[src/rtl/mmio_input.sv]
// Memory-mapped push-button and slide-switch input block.
// Buttons are synchronized, debounced and latch sticky rising-edge events.
module mmio_input #(
  parameter int DEBOUNCE_CYCLES = 1000000,
  parameter int NBTN            = 4
) (
  input  logic            clk,
  input  logic            reset,
  input  logic [31:0]     addr,
  input  logic            memwrite,
  input  logic [31:0]     wd,
  input  logic [NBTN-1:0] btn,
  input  logic [3:0]      sw,
  output logic [31:0]     rdata,
  output logic            sel,
  output logic            irq
);

  localparam int CW = $clog2(DEBOUNCE_CYCLES + 1);
  localparam logic [CW-1:0] CNT_LAST =
    CW'(DEBOUNCE_CYCLES - 1);

  localparam logic [31:0] A_STATE = 32'h0000_0058;
  localparam logic [31:0] A_EVENT = 32'h0000_005C;
  localparam logic [31:0] A_SW    = 32'h0000_0060;

  logic [NBTN-1:0] btn_s1;
  logic [NBTN-1:0] btn_s2;
  logic [3:0]      sw_s1;
  logic [3:0]      sw_s2;

  logic [NBTN-1:0] db;
  logic [NBTN-1:0] db_next;
  logic [NBTN-1:0] rise;
  logic [NBTN-1:0] btn_event;
  logic [NBTN-1:0] ev_clr;

  logic [CW-1:0] cnt      [NBTN];
  logic [CW-1:0] cnt_next [NBTN];

  logic hit_state;
  logic hit_event;
  logic hit_sw;

  logic unused_wd;
  assign unused_wd = ^wd[31:NBTN];

  assign hit_state = (addr == A_STATE);
  assign hit_event = (addr == A_EVENT);
  assign hit_sw    = (addr == A_SW);

  // Two-flop synchronizers for every raw level
  always_ff @(posedge clk or posedge reset) begin
    if (reset) begin
      btn_s1 <= '0;
      btn_s2 <= '0;
      sw_s1  <= '0;
      sw_s2  <= '0;
    end else begin
      btn_s1 <= btn;
      btn_s2 <= btn_s1;
      sw_s1  <= sw;
      sw_s2  <= sw_s1;
    end
  end

  // Counter restarts whenever the synced level agrees with db
  always_comb begin
    for (int i = 0; i < NBTN; i++) begin
      db_next[i]  = db[i];
      cnt_next[i] = '0;
      if (btn_s2[i] != db[i]) begin
        if (cnt[i] == CNT_LAST) begin
          db_next[i] = ~db[i];
        end else begin
          cnt_next[i] = cnt[i] + CW'(1);
        end
      end
    end
  end

  assign rise = db_next & ~db;

  assign ev_clr = (memwrite && hit_event) ?
                  wd[NBTN-1:0] : '0;

  always_ff @(posedge clk or posedge reset) begin
    if (reset) begin
      db        <= '0;
      btn_event <= '0;
      for (int i = 0; i < NBTN; i++) begin
        cnt[i] <= '0;
      end
    end else begin
      db        <= db_next;
      // A new edge beats a same-cycle clear
      btn_event <= (btn_event & ~ev_clr) | rise;
      for (int i = 0; i < NBTN; i++) begin
        cnt[i] <= cnt_next[i];
      end
    end
  end

  assign irq = |btn_event;
  assign sel = hit_state | hit_event | hit_sw;

  always_comb begin
    rdata = '0;
    unique case (1'b1)
      hit_state: rdata = 32'(db);
      hit_event: rdata = 32'(btn_event);
      hit_sw:    rdata = 32'(sw_s2);
      default:   rdata = '0;
    endcase
  end

endmodule

[config.mk]
export PLATFORM = sky130hd
export DESIGN_NAME = mmio_input
export DESIGN_NICKNAME = d
export VERILOG_FILES = /design/src/rtl/mmio_input.sv
export SDC_FILE = /design/constraint.sdc
export NUM_CORES = 1
export LEC_CHECK = 0
export ABC_AREA = 1
export BUFFER_PORTS_ARGS = -buffer_cell sky130_fd_sc_hd__buf_2
export CAP_MARGIN = 10
export CORE_MARGIN = 2
export CORE_UTILIZATION = 50
export DETAILED_ROUTE_END_ITERATION = 8
export GPL_TIMING_DRIVEN = 0
export PLACE_DENSITY_LB_ADDON = 0.1
export SETUP_SLACK_MARGIN = 0.2
export SLEW_MARGIN = 20
export SYNTH_ARGS = -nofsm -noshare
export SYNTH_HDL_FRONTEND = slang
export SYNTH_SLANG_ARGS = --single-unit
[constraint.sdc]
create_clock -name clk -period 2.7 [get_ports clk]
set_input_delay 0 -clock clk [delete_from_list [all_inputs] [get_ports clk]]
set_output_delay 0 -clock clk [all_outputs]
set_load 0.005 [all_outputs]
==> results.yml, run 1 <==
power:
  p_switching_uw: 694
  static-leakage-power_uw: 0.00297
  sw_frac_of_total_pct: 23.1
  max-vdd-ir-drop_uv: 296
  power_frac_seq_pct: 53.3
  comb_power_share_pct: 6.9
  internal-power_uw: 2310
  pwr-share-clk_pct: 39.8
  power_density_nw_per_um2: 451
drt:
  detail_route.vias_per_cell: 5.00
  total_routed_wirelength_um: 11900
  wire_per_inst_um: 12.3
  dr.pass1.iters: 4
  antenna_left: 0
  detailroute.via_count: 4867
  drtIter0Drc: 167
  drc_errors: 0
worst_setup_path:
  timing_worst_setup_path_type: "flip-flop to flip-flop"
  critical_path.max_fanout: 10
  timing.reg2reg.worst_path_depth: 4
  timing.critical_path.required_ns: 2.93
  timing.rr.start: "db[1]$_DFF_PP0_"
  worstPathArrival_ns: 1.88
  cp-start-kind: "flip-flop"
  timing.reg2reg.setup_slack_ns: 1.05
  worstReg2RegEnd: "cnt[57]$_DFF_PP0_"
  cp_capture_type: "flip-flop"
synth:
  synthesis.instances: 720
  yosys_warnings: 0
  postSynthRegisterBits: 104
  ys_seq_area_share_pct: 46.2
  synth-edff-count: 0
  synthesis.area_um2: 5640
  async_flop_share_pct: 100
  syn_area_per_cell_um2: 7.83
  synth.lib_cells_used.distinct: 35
  synthFlopType: "sky130_fd_sc_hd__dfrtp_1"
hold_path:
  min-delay-path-class: "primary input to flip-flop"
  worstHoldEndpoint: "btn_event[2]$_DFF_PP0_"
  whs_path_depth: 4
  worst_hold_path_startpoint: "memwrite"
finish:
  finish.utilization_pct: 60.9
  area_growth_syn_to_layout_pct: 18.2
  final_nets: 908
  area_of_the_multi_input_gates_um2: 2620
  register_area_um2: 2600
  antennaDiodeCount: 0
  layout-drive-gt1-share_pct: 16.1
  stdcell_count: 974
  nFillCells: 994
  layout.cell_area.non_filler_um2: 6670
floorplanning:
  fp.dieH_um: 110
  io-pin-count: 109
  design.core.area_um2: 10900
  fp.dieArea_um2: 12100
  row_count: 38
  fp.dieW_um: 110
  start_util_pct: 51.5
timing:
  worst_pin_slew_ns: 0.695
  worst_clock_skew_ns: 0.00731
  clock.fmax_mhz: 606
  final_max_slew_viol_count: 0
  finalSetupViolations: 0
  worst_slew_margin_rel_pct: 53.3
  total_count_of_hold_check_failures_in_the_final_report: 0
  final.period_utilization_pct: 61.1
  finalWorstPathRequiredPeriod_ns: 1.65
  setup_total_negative_slack_ns: 0
  grt_setup_unrepaired: "false"
placement:
  port-buffer-count: 52
  detailed_place_hpwl_um: 8940
  gp_routability_congestion: 0.927
  placement.cell_area_um2: 6240
  place.detailed.instances: 942
clock_network:
  cts.hold.buffers_added: 16
  cts-root-buf: "sky130_fd_sc_hd__clkbuf_16"
  clk-insertion-delay-late_ns: 0.35
  clk_path_buf_depth: 2
  h-tree-depth: 3
  cts_made_buffers: 9
  cts.repair_timing.setup_buffer_count: 0
  clock_slew_at_the_register_clock_pins_of_the_worst_setup_and_hold_paths_ns: 0.06
  postCtsResizedCells: 0
  clock_sink_count: 104
  cts_tree: "yes"
outcome:
  result_of_the_run: "completed"
global_route:
  maximum_number_of_pins_on_one_net_before_global_route_repair: 34
  grt_antenna_before_repair: 0
  global_route.overflow_total: 0
  via_count_of_the_first_global_routing_pass: 4516
  grt_first_pass_wirelength_um: 20200
  track_usage_pct: 21.3
run:
  cap_violations: 0
[metrics by stage]
stage	setup WS (ns)	total power [uW]	hold slack, ns
2_1_floorplan	1.30	1750	0.0314
5_1_grt	0.882	3130	0.0337
4_1_cts	1.04	3030	0.00812
6_report	1.05	3000	0.0109
3_5_place_dp	1.06	1830	-0.0282
3_3_place_gp	0.760	1810	0.108
[worst max-delay path, stage by stage (launching register included)]
cell,delay (ns)
sky130_fd_sc_hd__dfrtp_1,0.41
sky130_fd_sc_hd__xnor2_1,0.57
sky130_fd_sc_hd__inv_1,0.26
sky130_fd_sc_hd__nand2_4,0.22
sky130_fd_sc_hd__nor3_1,0.06
[power by group through the flow]
stage | logic, uW | registers [uW] | clock network, uW
2_1_floorplan | 123 | 1630 | 0
3_3_place_gp | 180 | 1630 | 0
3_5_place_dp | 194 | 1630 | 0
4_1_cts | 210 | 1600 | 1220
5_1_grt | 242 | 1600 | 1280
6_report | 207 | 1600 | 1200
[cell families (layout without fill, tap and decap cells)]
group / count (synthesis) / after routing / synth area share, %
compound gates: 31 / 31 / 3.02
xor+xnor: 31 / 31 / 4.95
fa+ha+maj: 4 / 4 / 0.888
buf+inv: 107 / 194 / 9.10
flops: 104 / 104 / 46.2
other cells: 1 / 28 / 0.0665
simple gates: 442 / 442 / 35.8
[synth_stat cells (all sizes together), types with 2 or more instances]
cell type | n | share of area (%)
a211oi | 2 | 0.27
a21oi | 16 | 1.4
a31oi | 3 | 0.33
buf | 28 | 3.7
clkinv | 2 | 0.16
dfrtp | 104 | 46
ha | 4 | 0.89
inv | 77 | 5.2
nand2 | 137 | 9.6
nand3 | 65 | 6.4
nand3b | 3 | 0.40
nand4 | 21 | 2.3
nor2 | 175 | 13
nor3 | 38 | 4.1
o21ai | 9 | 0.80
xnor2 | 10 | 1.7
xor2 | 21 | 3.3
[flip-flops by register name, summed over array words and instances, names as in the netlist]
name and cells:
cnt 80, btn_s1 4, sw_s1 4, btn_s2 4, sw_s2 4, db 4
btn_event 4
[metal layers]
metal	global-route usage, %	wire length (um)
met5	0	0
met4	9.46	308
met3	3.00	615
met2	35.4	5610
met1	27.9	5410
[layout by cell type, fill, tap and decap left out, types with 2 or more instances in the layout]
master	n
sky130_fd_sc_hd__nor2_1	162
sky130_fd_sc_hd__nor2_2	9
sky130_fd_sc_hd__buf_2	52
sky130_fd_sc_hd__conb_1	28
sky130_fd_sc_hd__nand3_2	5
sky130_fd_sc_hd__a21oi_1	16
sky130_fd_sc_hd__o21ai_0	7
sky130_fd_sc_hd__nand3b_1	3
sky130_fd_sc_hd__nor3_1	31
sky130_fd_sc_hd__nand2_1	131
sky130_fd_sc_hd__nand3_1	59
sky130_fd_sc_hd__a31oi_1	3
sky130_fd_sc_hd__clkbuf_1	3
sky130_fd_sc_hd__xor2_1	21
sky130_fd_sc_hd__buf_4	28
sky130_fd_sc_hd__nor2_4	4
sky130_fd_sc_hd__nand2_2	4
sky130_fd_sc_hd__inv_1	74
sky130_fd_sc_hd__dfrtp_1	104
sky130_fd_sc_hd__nand2_4	2
sky130_fd_sc_hd__ha_1	4
sky130_fd_sc_hd__clkbuf_16	9
sky130_fd_sc_hd__buf_12	3
sky130_fd_sc_hd__clkinvlp_4	4
sky130_fd_sc_hd__dlygate4sd3_1	16
sky130_fd_sc_hd__o21ai_1	2
sky130_fd_sc_hd__xnor2_1	9
sky130_fd_sc_hd__nand4_1	21
sky130_fd_sc_hd__nor3_2	6
sky130_fd_sc_hd__a211oi_1	2
[worst max path at each step]
stage	from	endpoint	slack, ns	depth (start not counted)
after floorplan	cnt[20]$_DFF_PP0_	cnt[34]$_DFF_PP0_	1.30	8
after global placement	reset	cnt[55]$_DFF_PP0_	0.76	2
after detailed placement	db[1]$_DFF_PP0_	cnt[52]$_DFF_PP0_	1.06	4
after global routing	cnt[60]$_DFF_PP0_	cnt[68]$_DFF_PP0_	0.88	6
final	db[1]$_DFF_PP0_	cnt[57]$_DFF_PP0_	1.05	4
after CTS	db[1]$_DFF_PP0_	cnt[46]$_DFF_PP0_	1.04	4
[final cells by class]
type	instances	area share (%)
Clock inverter	4	0.469
Inverter	79	4.60
Clock buffer	12	3.55
Tap cell	140	2.63
Buffer	28	3.15
Sequential cell	104	39.0
Timing Repair Buffer	71	7.21
Multi-Input combinational cell	536	39.3
No activity file was read; power rests on OpenSTA's default activity.
==> run 2, diff against run 1 <==
==> constraint.sdc (replaced) <==
create_clock -name clk -period 1.35 [get_ports clk]
set_input_delay 0 -clock clk [delete_from_list [all_inputs] [get_ports clk]]
set_output_delay 0 -clock clk [all_outputs]
set_load 0.005 [all_outputs]
==> run 2 against run 1 <==
Net effect: the flow now finishes with violations (negative setup slack); critical path depth increased by 4; combinational power rose to 2.8 times the previous value; cell area is 24% higher; flip-flop and latch count unchanged; clock power grew 120%; via count increased by 11%; hold slack better by 0.14 ns; register-to-register slack worse by 1.2 ns; core utilization up 15 points; critical endpoint is now cnt[46]$_DFF_PP0_; highest routed layer unchanged.
==> results.yml, run 2 (synthesized netlist as in run 1, its figures left out) <==
finish:
  nFillCells: 752
  area_growth_syn_to_layout_pct: 47.2
  largest-register: "cnt"
  finish.utilization_pct: 75.9
  final_nets: 988
  mostFrequentLayoutCell: "sky130_fd_sc_hd__nor2_1"
  layout-drive-gt1-share_pct: 41.8
  antennaDiodeCount: 0
  layout_common_cells: "sky130_fd_sc_hd__nor2_1 (111), sky130_fd_sc_hd__nand2_1 (99), sky130_fd_sc_hd__dfrtp_1 (98)"
  largest_register_ff_count: 80
floorplanning:
  io-pin-count: 109
  row_count: 38
  fp.dieArea_um2: 12100
  fp.dieH_um: 110
  design.core.area_um2: 10900
  start_util_pct: 51.5
  fp.dieW_um: 110
run:
  cap_violations: 0
global_route:
  track_usage_pct: 25.1
  grt_antenna_before_repair: 0
  global_route.overflow_total: 0
  grt_first_pass_wirelength_um: 23400
  via_count_of_the_first_global_routing_pass: 5065
  maximum_number_of_pins_on_one_net_before_global_route_repair: 35
placement:
  gp_routability_congestion: 0.878
  detailed_place_hpwl_um: 9190
  port-buffer-count: 52
  pre_cts_slack_ns: -0.326
timing:
  final_max_slew_viol_count: 0
  setup_total_negative_slack_ns: -4.34
  finalWorstPathRequiredPeriod_ns: 1.53
  final.period_utilization_pct: 113
  clock.fmax_mhz: 655
  worst_clock_skew_ns: 0.0102
  total_count_of_hold_check_failures_in_the_final_report: 0
  final.setup.worst_slack_ns: -0.177
  finalSetupViolations: 61
  fin_hold_ws_ns: 0.155
  grt_setup_unrepaired: "true"
worst_setup_path:
  timing.critical_path.required_ns: 1.60
  critical_path.max_fanout: 8
  path_buf_inv: 1
  worstSetupStartpoint: "cnt[40]$_DFF_PP0_"
  critical_path.cell_chain: "ha_4, nand3_4, nor2_4, nand2_4, clkinv_4, nand3_4, nand2_8, nor3_2"
  timing.rr.start: "cnt[40]$_DFF_PP0_"
  cp_capture_type: "flip-flop"
  worst-path-stages: 8
  timing.critical_path.slowest_cell_delay_ns: 0.42
  timing.reg2reg.worst_path_depth: 8
  cp-start-kind: "flip-flop"
  worstPathArrival_ns: 1.78
  critPathTopFamily: "simple AND/OR/NAND/NOR gates"
  path_common_cell: "sky130_fd_sc_hd__nand3_4"
  worst_path_max_delay_cell: "sky130_fd_sc_hd__dfrtp_1"
  timing_worst_setup_path_type: "flip-flop to flip-flop"
outcome:
  failed_checks: "negative setup slack"
  result_of_the_run: "complete, but fails checks"
clock_network:
  clock_slew_at_the_register_clock_pins_of_the_worst_setup_and_hold_paths_ns: 0.07
  clock_sink_count: 104
  h-tree-depth: 3
  cts-root-buf: "sky130_fd_sc_hd__clkbuf_16"
  clk_path_buf_depth: 2
  cts_tree: "yes"
  clk-insertion-delay-late_ns: 0.36
  cts_made_buffers: 9
power:
  pwr-share-clk_pct: 41.2
  power_density_nw_per_um2: 781
  p_switching_uw: 1530
  static-leakage-power_uw: 0.00367
  internal-power_uw: 4950
  comb_power_share_pct: 9.1
  power_frac_seq_pct: 49.7
  sw_frac_of_total_pct: 23.6
  max-vdd-ir-drop_uv: 645
drt:
  detailroute.via_count: 5416
  drtIter0Drc: 271
  dr.pass1.iters: 4
  wire_per_inst_um: 14.3
  detail_route.vias_per_cell: 5.14
  total_routed_wirelength_um: 15100
  antenna_left: 0
  drc_errors: 0
hold_path:
  min-delay-path-class: "primary input to asynchronous set/reset pin"
[run 2: through the flow]
step	cells	total power, uW	cell area (um2)
floorplan	747	3530	5960
global placement	939	3650	6400
detailed placement	942	3680	6460
CTS	1029	6470	7800
global route	1054	6730	8300
finish	1054	6480	8300
[run 2: final timing paths]
| check | to | slack [ns] |
|---|---|---|
| setup / recovery | cnt[46]$_DFF_PP0_ | -0.18 |
| hold / removal | cnt[79]$_DFF_PP0_ | 0.15 |
| setup reg to reg | cnt[46]$_DFF_PP0_ | -0.18 |
| hold reg to reg | sw_s2[2]$_DFF_PP0_ | 0.34 |
| max in group asynchronous | cnt[49]$_DFF_PP0_ | 0.48 |
| min in group clk | btn_event[0]$_DFF_PP0_ | 0.22 |
[run 2: timing repair]
action                     in CTS  in global routing
resized for setup             108                 94
buffers inserted               53                 25
hold buffers                   14                  0
hold endpoints to repair       82                  0
pin swaps                      55                 50
setup endpoints to repair      87                 90
cloned                          4                  0
[run 2: tightest hold or removal path, stage by stage]
cell,delay (ns)
sky130_fd_sc_hd__dlygate4sd3_1,0.53
sky130_fd_sc_hd__buf_2,0.13
sky130_fd_sc_hd__clkinvlp_4,0.25
[run 2: area by class of cell]
class	instances	area, um2	share of cell area (%)
multi-input cells	540	3520	42.5
flip-flops and latches	104	2610	31.5
repair buffers	147	1150	13.9
inverters	79	325	3.92
clock buffers	11	243	2.93
plain buffers	28	210	2.53
well taps	140	175	2.11
clock inverters	5	56.3	0.679
[run 2: routing by layer]
| layer | wire, um | global-route usage (%) | vias up |
|---|---|---|---|
| li1 | - | - | 2634 |
| met1 | 6230 | 32.2 | 2562 |
| met2 | 7520 | 42.4 | 190 |
| met3 | 979 | 3.82 | 30 |
| met4 | 380 | 10.4 | 0 |
| met5 | 0 | 0 | - |
[run 2: power groups by stage]
| stage | sequential, uW | clock (uW) | combinational (uW) |
|---|---|---|---|
| global placement | 3270 | 0 | 374 |
| floorplan | 3270 | 0 | 261 |
| CTS | 3220 | 2700 | 552 |
| detailed placement | 3280 | 0 | 407 |
| finish | 3220 | 2670 | 588 |
| global route | 3230 | 2830 | 665 |
==> run 3, diff against run 2 <==
--- a/config.mk
+++ b/config.mk
@@ -9,7 +9,7 @@
 export BUFFER_PORTS_ARGS = -buffer_cell sky130_fd_sc_hd__buf_2
 export CAP_MARGIN = 10
 export CORE_MARGIN = 2
-export CORE_UTILIZATION = 50
+export CORE_UTILIZATION = 60
 export DETAILED_ROUTE_END_ITERATION = 8
 export GPL_TIMING_DRIVEN = 0
 export PLACE_DENSITY_LB_ADDON = 0.1
==> constraint.sdc (replaced) <==
create_clock -name clk -period 1.8 [get_ports clk]
set_input_delay 0 -clock clk [delete_from_list [all_inputs] [get_ports clk]]
set_output_delay 0 -clock clk [all_outputs]
set_load 0.005 [all_outputs]
==> run 3 against run 2 <==
Net effect: non-clock buffer count down 69; critical path depth unchanged; core utilization down 2.5 points; highest routed layer unchanged; maximum frequency up 1.2%; register-to-register slack better by 0.47 ns; largest cell class unchanged; total power down 36%; cell count down 9.7%; global-route usage up 0.39 points; hold slack better by 0.044 ns; the run now ends clean.
==> results.yml, run 3 (synthesized netlist as in run 1, its figures left out) <==
finish:
  largest_register_ff_count: 80
  mostFrequentLayoutCell: "sky130_fd_sc_hd__nor2_1"
  layout-drive-gt1-share_pct: 18.3
  final_nets: 916
  largest-register: "cnt"
  nFillCells: 692
  layout_common_cells: "sky130_fd_sc_hd__nor2_1 (157), sky130_fd_sc_hd__nand2_1 (131), sky130_fd_sc_hd__dfrtp_1 (104)"
  area_of_the_multi_input_gates_um2: 2750
  area_growth_syn_to_layout_pct: 19.6
  antennaDiodeCount: 0
  register_area_um2: 2600
global_route:
  grt_antenna_before_repair: 0
  global_route.overflow_total: 0
  track_usage_pct: 25.5
  grt_first_pass_wirelength_um: 20800
  maximum_number_of_pins_on_one_net_before_global_route_repair: 31
  via_count_of_the_first_global_routing_pass: 4742
worst_setup_path:
  timing.critical_path.required_ns: 2.07
  cp_capture_type: "flip-flop"
  critical_path.max_fanout: 4
  worstPathArrival_ns: 1.78
  timing.reg2reg.setup_slack_ns: 0.29
  cp-start-kind: "flip-flop"
  worstReg2RegEnd: "cnt[54]$_DFF_PP0_"
  timing.reg2reg.worst_path_depth: 8
  timing_worst_setup_path_type: "flip-flop to flip-flop"
  timing.rr.start: "cnt[40]$_DFF_PP0_"
clock_network:
  clk_path_buf_depth: 2
  clock_slew_at_the_register_clock_pins_of_the_worst_setup_and_hold_paths_ns: 0.10
  cts-root-buf: "sky130_fd_sc_hd__clkbuf_8"
  clk-insertion-delay-late_ns: 0.37
  cts_made_buffers: 9
  clock_sink_count: 104
  cts_tree: "yes"
  h-tree-depth: 3
timing:
  worst_pin_slew_ns: 0.556
  fin_hold_ws_ns: 0.199
  grt_setup_unrepaired: "true"
  final_max_slew_viol_count: 0
  finalWorstPathRequiredPeriod_ns: 1.51
  clock.fmax_mhz: 663
  finalSetupViolations: 0
  final.period_utilization_pct: 83.8
  worst_slew_margin_rel_pct: 62.7
  worst_clock_skew_ns: 0.00938
  total_count_of_hold_check_failures_in_the_final_report: 0
floorplanning:
  fp.dieH_um: 101
  fp.dieArea_um2: 10200
  start_util_pct: 61.3
  io-pin-count: 109
  row_count: 35
  fp.dieW_um: 101
  design.core.area_um2: 9200
drt:
  total_routed_wirelength_um: 12200
  drtIter0Drc: 229
  dr.pass1.iters: 5
  detailroute.via_count: 4978
  drc_errors: 0
  detail_route.vias_per_cell: 5.23
  wire_per_inst_um: 12.8
  antenna_left: 0
outcome:
  result_of_the_run: "completed"
power:
  max-vdd-ir-drop_uv: 593
  static-leakage-power_uw: 0.00302
  power.total_uw: 4150
  power_density_nw_per_um2: 616
placement:
  gp_routability_congestion: 0.921
  detailed_place_hpwl_um: 8730
  port-buffer-count: 52
run:
  cap_violations: 0
hold_path:
  min-delay-path-class: "primary input to asynchronous set/reset pin"
==> run 3: cell type report <==
cell class | count | area share, %
inverter | 79 | 4.55
clock buffer | 9 | 1.84
buffer | 28 | 3.12
sequential | 104 | 38.6
multi-input combinational | 537 | 40.8
tap | 111 | 2.06
clock inverter | 6 | 0.909
timing repair buffer | 78 | 8.13
==> run 3: metal layers <==
| metal | vias to the layer above | GRT usage, % | share of wire [%] |
|---|---|---|---|
| met1 | 2303 | 32.9 | 43 |
| met5 | - | 0 | 0 |
| met4 | 0 | 6.86 | 1.2 |
| li1 | 2486 | - | - |
| met3 | 14 | 4.99 | 5.6 |
| met2 | 175 | 44.1 | 51 |
==> run 3: power breakdown <==
group / total (uW) / switching, uW / internal [uW]
clock: 1420 / 785 / 631
sequential: 2400 / 30.9 / 2370
combinational: 333 / 172 / 161
total: 4150 / 988 / 3170
==> run 3: critical path, cell delays in order (launching register included) <==
cell	delay, ns
sky130_fd_sc_hd__dfrtp_1	0.39
sky130_fd_sc_hd__ha_1	0.21
sky130_fd_sc_hd__nand3_2	0.12
sky130_fd_sc_hd__nor2_4	0.16
sky130_fd_sc_hd__nand2_2	0.09
sky130_fd_sc_hd__nor2_2	0.17
sky130_fd_sc_hd__inv_1	0.10
sky130_fd_sc_hd__nor3_2	0.10
sky130_fd_sc_hd__nor2_1	0.06
==> run 3: metrics by stage <==
stage | setup WS (ns) | cells | cell area, um2 | TNS, ns | util (%)
5_1_grt | 0.176 | 952 | 6740 | 0 | 73.3
4_1_cts | 0.192 | 947 | 6600 | 0 | 71.8
6_report | 0.291 | 952 | 6740 | 0 | 73.3
3_5_place_dp | 0.156 | 913 | 6200 | 0 | 67.4
2_1_floorplan | 0.403 | 747 | 5740 | 0 | -
3_3_place_gp | -0.0902 | 910 | 6140 | -8.72 | 66.8
==> run 3: what timing repair did <==
action                                  in CTS  in global routing
endpoints found under the setup margin      17                 58
setup buffers                                1                  5
endpoints found under the hold margin       35                  0
hold buffers                                17                  0
resized for setup                            5                 17
cloned                                       1                  0
pin swaps                                    2                  6
==> run 3: worst max path at each step <==
stage / start / to / slack (ns) / cells past startpoint
after global routing: cnt[0]$_DFF_PP0_ / cnt[16]$_DFF_PP0_ / 0.18 / 8
after floorplan: cnt[20]$_DFF_PP0_ / cnt[34]$_DFF_PP0_ / 0.40 / 8
after global placement: reset / cnt[73]$_DFF_PP0_ / -0.09 / 2
final: cnt[40]$_DFF_PP0_ / cnt[54]$_DFF_PP0_ / 0.29 / 8
after detailed placement: cnt[60]$_DFF_PP0_ / cnt[66]$_DFF_PP0_ / 0.16 / 6
after CTS: cnt[60]$_DFF_PP0_ / cnt[66]$_DFF_PP0_ / 0.19 / 6
